==> config.mk <==
export PLATFORM = sky130hd
export DESIGN_NAME = pq_expiry_pop
export DESIGN_NICKNAME = d
export VERILOG_FILES = /design/src/rtl/pq_expiry_pop.sv
export SDC_FILE = /design/constraint.sdc
export NUM_CORES = 1
export LEC_CHECK = 0
export ABC_CLOCK_PERIOD_IN_PS = 2450
export CAP_MARGIN = 15
export CORE_ASPECT_RATIO = 1.2
export CORE_MARGIN = 2
export CORE_UTILIZATION = 39
export DETAILED_ROUTE_END_ITERATION = 8
export GPL_ROUTABILITY_DRIVEN = 0
export HOLD_SLACK_MARGIN = 0.02
export PLACE_DENSITY = 0.68
export SLEW_MARGIN = 30
export SYNTH_ARGS = -nofsm -noshare
export SYNTH_HDL_FRONTEND = slang
export SYNTH_SLANG_ARGS = --single-unit
==> constraint.sdc <==
create_clock -name clk_i -period 2.45 [get_ports clk_i]
set_input_delay 0.49 -clock clk_i [delete_from_list [all_inputs] [get_ports clk_i]]
set_output_delay 0.49 -clock clk_i [all_outputs]
set_load 0.02 [all_outputs]
==> src/rtl/pq_expiry_pop.sv <==
// Pops expired heads from the timestamp priority queue and presents them,
// along with their lateness against a free-running time base, on an event port.
module pq_expiry_pop #(
    parameter int DW      = 32,
    parameter int TW      = 16,
    parameter int POP_LAT = 1
) (
    input  logic          clk_i,
    input  logic          rst_ni,
    input  logic          en_i,
    input  logic          tick_i,
    output logic [TW-1:0] time_o,
    input  logic          peek_vld_i,
    input  logic [DW-1:0] peek_data_i,
    input  logic          pop_rdy_i,
    output logic          pop_o,
    input  logic [DW-1:0] data_i,
    output logic          evt_vld_o,
    input  logic          evt_rdy_i,
    output logic [DW-1:0] evt_data_o,
    output logic [TW-1:0] evt_lag_o
);

    typedef enum logic [1:0] {
        IDLE = 2'd0,
        WAIT = 2'd1,
        HOLD = 2'd2
    } state_t;

    localparam logic [2:0] LAT_INIT = 3'(POP_LAT);

    state_t          state_r;
    logic [2:0]      cnt_r;
    logic [TW-1:0]   time_r;
    logic            evt_vld_r;
    logic [DW-1:0]   evt_data_r;
    logic [TW-1:0]   evt_lag_r;
    logic [TW-1:0]   peek_diff_s;
    logic            expired_s;
    logic            pop_s;

    // Modular distance from a queue word's timestamp up to the time base.
    function automatic logic [TW-1:0] ts_diff(input logic [TW-1:0] now,
                                               input logic [DW-1:0] word);
        ts_diff = now - word[TW-1:0];
    endfunction

    // Expiry decision on the same-cycle peek; pop is only issued from IDLE.
    always_comb begin
        peek_diff_s = ts_diff(time_r, peek_data_i);
        expired_s   = peek_vld_i & ~peek_diff_s[TW-1];
        pop_s       = 1'b0;
        if (rst_ni && (state_r == IDLE)) begin
            pop_s = en_i & expired_s & pop_rdy_i;
        end else begin
            pop_s = 1'b0;
        end
    end

    // Free-running time base, independent of en_i.
    always_ff @(posedge clk_i or negedge rst_ni) begin
        if (!rst_ni) begin
            time_r <= '0;
        end else if (tick_i) begin
            time_r <= time_r + {{(TW-1){1'b0}}, 1'b1};
        end else begin
            time_r <= time_r;
        end
    end

    // Pop/wait/hold sequencer; lag uses the pre-increment time of the capture cycle.
    always_ff @(posedge clk_i or negedge rst_ni) begin
        if (!rst_ni) begin
            state_r    <= IDLE;
            cnt_r      <= 3'd0;
            evt_vld_r  <= 1'b0;
            evt_data_r <= '0;
            evt_lag_r  <= '0;
        end else begin
            case (state_r)
                IDLE: begin
                    if (pop_s) begin
                        cnt_r   <= LAT_INIT;
                        state_r <= WAIT;
                    end else begin
                        cnt_r   <= 3'd0;
                    end
                end
                WAIT: begin
                    if (cnt_r <= 3'd1) begin
                        cnt_r      <= 3'd0;
                        evt_data_r <= data_i;
                        evt_lag_r  <= ts_diff(time_r, data_i);
                        evt_vld_r  <= 1'b1;
                        state_r    <= HOLD;
                    end else begin
                        cnt_r <= cnt_r - 3'd1;
                    end
                end
                HOLD: begin
                    if (evt_rdy_i) begin
                        evt_vld_r <= 1'b0;
                        state_r   <= IDLE;
                    end else begin
                        evt_vld_r <= 1'b1;
                    end
                end
                default: begin
                    state_r   <= IDLE;
                    cnt_r     <= 3'd0;
                    evt_vld_r <= 1'b0;
                end
            endcase
        end
    end

    assign time_o     = time_r;
    assign pop_o      = pop_s;
    assign evt_vld_o  = evt_vld_r;
    assign evt_data_o = evt_data_r;
    assign evt_lag_o  = evt_lag_r;

endmodule

* Word level (Yosys, flattened, before mapping) *
Cells that the tools add are included.
W data, S select, Z words.

operators by class
  reduce and logical (&&, ||, !) cells = 5
  muxes and demuxes = 11
  eq/ne operators = 5
  add/sub/neg operators = 4
  bitwise logic cells = 5
  $lt $le $gt $ge = 1

operator list
  operator                 count
  $sub A16 B16 Y16         2
  $add A16 B1 Y16 const B  1
  $pmux W3 S3              1
  $mux W2                  3
  $ne A2 B2 Y1 const B     3
  $pmux W2 S3              1
  $mux W1                  4
  $reduce_and A2 Y1        2
  $and A1 B1 Y1            3
  $le A3 B1 Y1 const B     1
  $mux W3                  1
  $pmux W1 S3              1
  $reduce_and A3 Y1        1
  $sub A3 B1 Y3 const B    1
  $eq A2 B1 Y1 const B     1
  $eq A2 B2 Y1 const B     1
  $logic_not A2 Y1         1
  $not A1 Y1               2
  $logic_and A1 B1 Y1      1

word-level totals
  register bits = 70
  output and inout bits = 66
  word-level logic and storage cells = 37
  bits of input ports = 71

* Logic depth before layout (Yosys ltp) *
  depth in word-level cells = 8
  depth in mapped cells = 9
  gate-level depth less buffers = 9

* Worst setup path after synthesis *
No wires, ideal clock.

  path type = register -> output
  start = register time_r[5], in the netlist time_o[5]
  end = output port pop_o
  arrival = 2085 ps
  path buffers = 0
  data required time = 1960 ps
  cell stages (with the launch flop) = 8
  setup slack = -125 ps
  cells stage by stage = dfrtp_1 > ha_1 > a21o_1 > a221o_1 > a31oi_1 > o21ai_1 > xnor2_1 > nor2_1

on the way
  cells in the longest elaborated chain, start to end = 6

RTL lines
  what                         RTL line  RTL
  start: declaration           34        logic [TW-1:0] time_r;
  start signal: assignment     65        time_r <= time_r + {{(TW-1){1'b0}}, 1'b1};
  start signal: assignment     67        time_r <= time_r;
  $sub A16 B16 Y16             45        ts_diff = now - word[TW-1:0];
  $not A1 Y1                   51        expired_s = peek_vld_i & ~peek_diff_s[TW-1];
  $and A1 B1 Y1                51
  $and A1 B1 Y1 (2 in series)  54        pop_s = en_i & expired_s & pop_rdy_i;
  $mux W1                      53        if (rst_ni && (state_r == IDLE)) begin
  end: declaration             16        output logic pop_o,

Every way passes these cells.

* Final worst setup path *
  start = input port peek_data_i[13]
  end = output port pop_o

on the way
  cells in the longest elaborated chain, start to end = 6

RTL lines
  what                         RTL line  RTL
  start: declaration           14        input logic [DW-1:0] peek_data_i,
  $sub A16 B16 Y16             45
  $not A1 Y1                   51
  $and A1 B1 Y1                51
  $and A1 B1 Y1 (2 in series)  54
  $mux W1                      53

Every way passes these cells.

==> results.rst <==
.. list-table::
   :header-rows: 1

   * - Metric
     - Value
   * - Share of total power in the clock network
     - 0.197
   * - Leftover overflow at the end of global routing
     - 0
   * - Critical Path AT
     - 2.19 ns
   * - Maximum vdd ir drop
     - 0.719 mV
   * - Bufs on Longest Clock Path
     - 2
   * - Combinational group share of total power
     - 0.513
   * - Clock root buffer
     - sky130_fd_sc_hd__clkbuf_16
   * - CTS tree
     - yes
   * - Syn_nets
     - 549
   * - Maximum number of pins on one net before global-route repair
     - 43
   * - Via density per instance
     - 5.04
   * - Time the worst path needs with I/O delays and setup
     - 2.68 ns
   * - Measured slew at the worst slew-check pin
     - between 0.6 and 0.7 ns
   * - Register share of total power
     - 0.290
   * - Number of nets with antenna violations after detailed routing
     - 0
   * - Ratio of cells with drive above 1 in the final layout
     - 0.207
   * - Kind of cell adding the most delay to the critical path
     - buffers and inverters
   * - Max-capacitance violation count
     - 0
   * - Post-synth EDFFs
     - 0
   * - Final Core Density
     - 0.635
   * - Worst r2r src
     - time_o[5]$_DFFE_PN0P_
   * - Flops & latches, synth
     - 70
   * - Most common cell after layout, fill and taps aside
     - sky130_fd_sc_hd__clkdlybuf4s50_1
   * - Antenna violations before repair
     - 0
   * - Switching power
     - 0.00251 W
   * - Endpoint of the worst-slack reg-to-reg timing path
     - state_r[1]$_DFFE_PN0P_
   * - Slowest Stage Delay on Critical Path
     - 0.45 ns
   * - Cell seen most often among critical-path stages
     - sky130_fd_sc_hd__a211oi_4
   * - Core region area
     - about 10000 um2
   * - Switching power as a share of total power
     - 0.378
   * - Pwr dens
     - 1050 nW/um2
   * - Vias in the first global route
     - ~4,000
   * - H-tree levels
     - 3
   * - Die Footprint
     - roughly 11,000 um2
   * - Internal portion of total power
     - 0.00414 W
   * - Failing checks
     - negative setup slack
   * - Critical path buffers and inverters
     - 3
   * - Post-synthesis cell count
     - around 440
   * - CP endpoint kind
     - output port
   * - Pre-antenna DRT Iters
     - 4
   * - Final Max Tran Viols
     - 0
   * - Critical path's slowest cell
     - sky130_fd_sc_hd__clkdlybuf4s50_1
   * - HPWL reported at the end of detailed placement
     - 8510 um
   * - Setup repair after global routing missed its margin
     - true
   * - Effective utilization at floorplan
     - 0.399
   * - Setup violations, final
     - 2
   * - Critical Path Start Type
     - input pin
   * - Worst slew margin
     - 0.594
   * - Post-Syn Area per Cell
     - 8.97 um2
   * - Synth Cell Area
     - 3970 um2
   * - Hold buffers post-CTS
     - 0
   * - Number of different library cells in the post-synthesis netlist
     - about 50
   * - Via Count
     - 3,826
   * - Primary flip-flop cell chosen by synthesis mapping
     - sky130_fd_sc_hd__dfrtp_1
   * - Achievable clock frequency
     - 374 MHz
   * - Clock transition at the register clock pins on the worst setup and hold paths after CTS
     - 0.06 ns
   * - Asr flop ratio synth
     - 1.00
   * - Final nets
     - 734
   * - Clock latency of the later-clocked register in the worst-skew pair
     - 0.33 ns
   * - Die extent in x
     - 96.1 um
   * - Setup slack on the worst flop-to-flop path
     - -0.02 ns
   * - Sequential-to-total area share from yosys stat
     - 0.441
   * - Cts bufs inserted
     - 9
   * - Pre-CTS setup slack
     - -1.15 ns
   * - Required arrival time at the worst endpoint
     - 1.96 ns
   * - Ports placed on the boundary
     - about 140
   * - Highest-count cells in the layout ignoring fill and taps
     - sky130_fd_sc_hd__clkdlybuf4s50_1 (105), sky130_fd_sc_hd__nand2_1 (102), sky130_fd_sc_hd__dfrtp_1 (69)
   * - Outcome
     - finished, violations left
   * - Final hold violation count
     - 0
   * - Die H
     - 115 um
   * - CP max FO
     - 2
   * - # diodes
     - 0
   * - Clock sink total
     - 70
   * - Period Utilization, post-route
     - 1.09
   * - First-pass GRT wire length
     - 18,500 um
   * - Hold WC Path Type
     - in2async
   * - CP Class
     - in2out
   * - Total wire length
     - 11,400 um
   * - Static leakage
     - 3.01 nW
   * - DRC Markers
     - 0
   * - DRT iter0 DRCs
     - between 150 and 200
   * - Crit-path cells
     - clkdlybuf4s50_1 -> inv_1 -> ha_4 -> a211oi_4 -> nor2_1 -> a211oi_4 -> o21ai_4 -> xnor2_2 -> nor2_2 -> buf_6
   * - Logic depth of the worst register-to-register path
     - 10
   * - Overall Global Routing Usage
     - 0.216
   * - Post-layout worst setup margin
     - -0.226 ns
   * - Post-synthesis to final-layout area growth
     - 59.2%
   * - Worst Clk Skew
     - 0.00848 ns
   * - Port Buffer Count
     - 120
   * - Row count
     - 40
   * - Drt wl/cell
     - 15.0 um
   * - Synth warnings
     - 0
==> sequential cells by signal, summed over array words and instances (netlist names) <==
name        cells
evt_data_o     32
evt_lag_o      16
time_o         16
cnt_r           3
state_r         2
evt_vld_o       1
==> logic make-up (layout without fill, tap and decap cells) <==
| kind of cell | Yosys count | after routing | share of synthesized area |
|---|---|---|---|
| simple gates | 170 | 170 | 0.194 |
| compound gates | 91 | 91 | 0.147 |
| flops | 70 | 70 | 0.441 |
| buf+inv | 52 | 242 | 0.0491 |
| fa+ha+maj | 35 | 35 | 0.112 |
| xor+xnor | 25 | 25 | 0.0570 |
==> worst max-delay path by stage <==
stage / from / cells after the start / end
finish: peek_data_i[13] / 10 / pop_o
global route: time_o[4]$_DFFE_PN0P_ / 8 / pop_o
CTS: time_o[4]$_DFFE_PN0P_ / 8 / pop_o
detailed placement: peek_data_i[5] / 10 / pop_o
global placement: peek_data_i[5] / 10 / pop_o
floorplan: time_o[6]$_DFFE_PN0P_ / 7 / pop_o
==> per-layer routing <==
layer | vias to the layer above | routed length [um] | global-route usage
li1 | 1883 | - | -
met1 | 1817 | 4460 | 0.249
met2 | 107 | 6070 | 0.390
met3 | 19 | 588 | 0.0454
met4 | 0 | 248 | 0.0743
met5 | - | 0 | 0
==> Yosys cell counts (3+ instances only) <==
master,number,area [um2]
sky130_fd_sc_hd__a211oi_1,5,37.5
sky130_fd_sc_hd__a21o_1,4,30.0
sky130_fd_sc_hd__a21oi_1,11,55.1
sky130_fd_sc_hd__a31oi_1,3,18.8
sky130_fd_sc_hd__and3_1,7,43.8
sky130_fd_sc_hd__clkbuf_1,10,37.5
sky130_fd_sc_hd__dfrtp_1,70,1750
sky130_fd_sc_hd__ha_1,34,425
sky130_fd_sc_hd__inv_1,40,150
sky130_fd_sc_hd__nand2_1,103,387
sky130_fd_sc_hd__nand3_1,14,70.1
sky130_fd_sc_hd__nand4_1,7,43.8
sky130_fd_sc_hd__nor2_1,15,56.3
sky130_fd_sc_hd__nor2b_1,4,25.0
sky130_fd_sc_hd__nor3_1,5,25.0
sky130_fd_sc_hd__nor4_1,4,25.0
sky130_fd_sc_hd__o211ai_1,3,22.5
sky130_fd_sc_hd__o21ai_0,35,175
sky130_fd_sc_hd__o21ai_1,6,30.0
sky130_fd_sc_hd__o31ai_1,7,52.6
sky130_fd_sc_hd__xnor2_1,13,114
sky130_fd_sc_hd__xor2_1,11,96.3
==> power by group through the flow <==
stage / logic (W) / clock network (W) / registers, W
2_1_floorplan: 0.000994 / 0 / 0.00253
3_3_place_gp: 0.00318 / 0 / 0.00192
3_5_place_dp: 0.00324 / 0 / 0.00194
4_1_cts: 0.00335 / 0.00133 / 0.00193
5_1_grt: 0.00369 / 0.00139 / 0.00198
6_report: 0.00341 / 0.00131 / 0.00193
==> cell type report <==
type / count / area (um2)
fillers: 819 / 3630
clock inverters: 6 / 61.3
repair buffers: 186 / 1690
flip-flops and latches: 70 / 1750
well taps: 126 / 158
clock buffers: 10 / 239
inverters: 40 / 150
multi-input cells: 321 / 2270
==> per-stage QoR <==
step / hold WS (ns) / std cells / setup TNS [ns] / power [W] / area [um2]
floorplan: 0.194 / 443 / 0 / 0.00352 / 3980
global placement: 0.458 / 734 / -4.33 / 0.00510 / 5720
detailed placement: 0.464 / 734 / -4.60 / 0.00518 / 5720
CTS: 0.256 / 754 / -0.217 / 0.00661 / 6240
global route: 0.255 / 759 / -0.514 / 0.00706 / 6330
finish: 0.230 / 759 / -0.379 / 0.00665 / 6330
==> what timing repair did <==
action | CTS | global route
endpoints found under the setup margin | 6 | 7
setup buffers | 4 | 5
endpoints found under the hold margin | 0 | 0
pin swaps | 20 | 15
gates resized for setup | 54 | 11
Note: power is estimated with default switching activity, not from simulation.
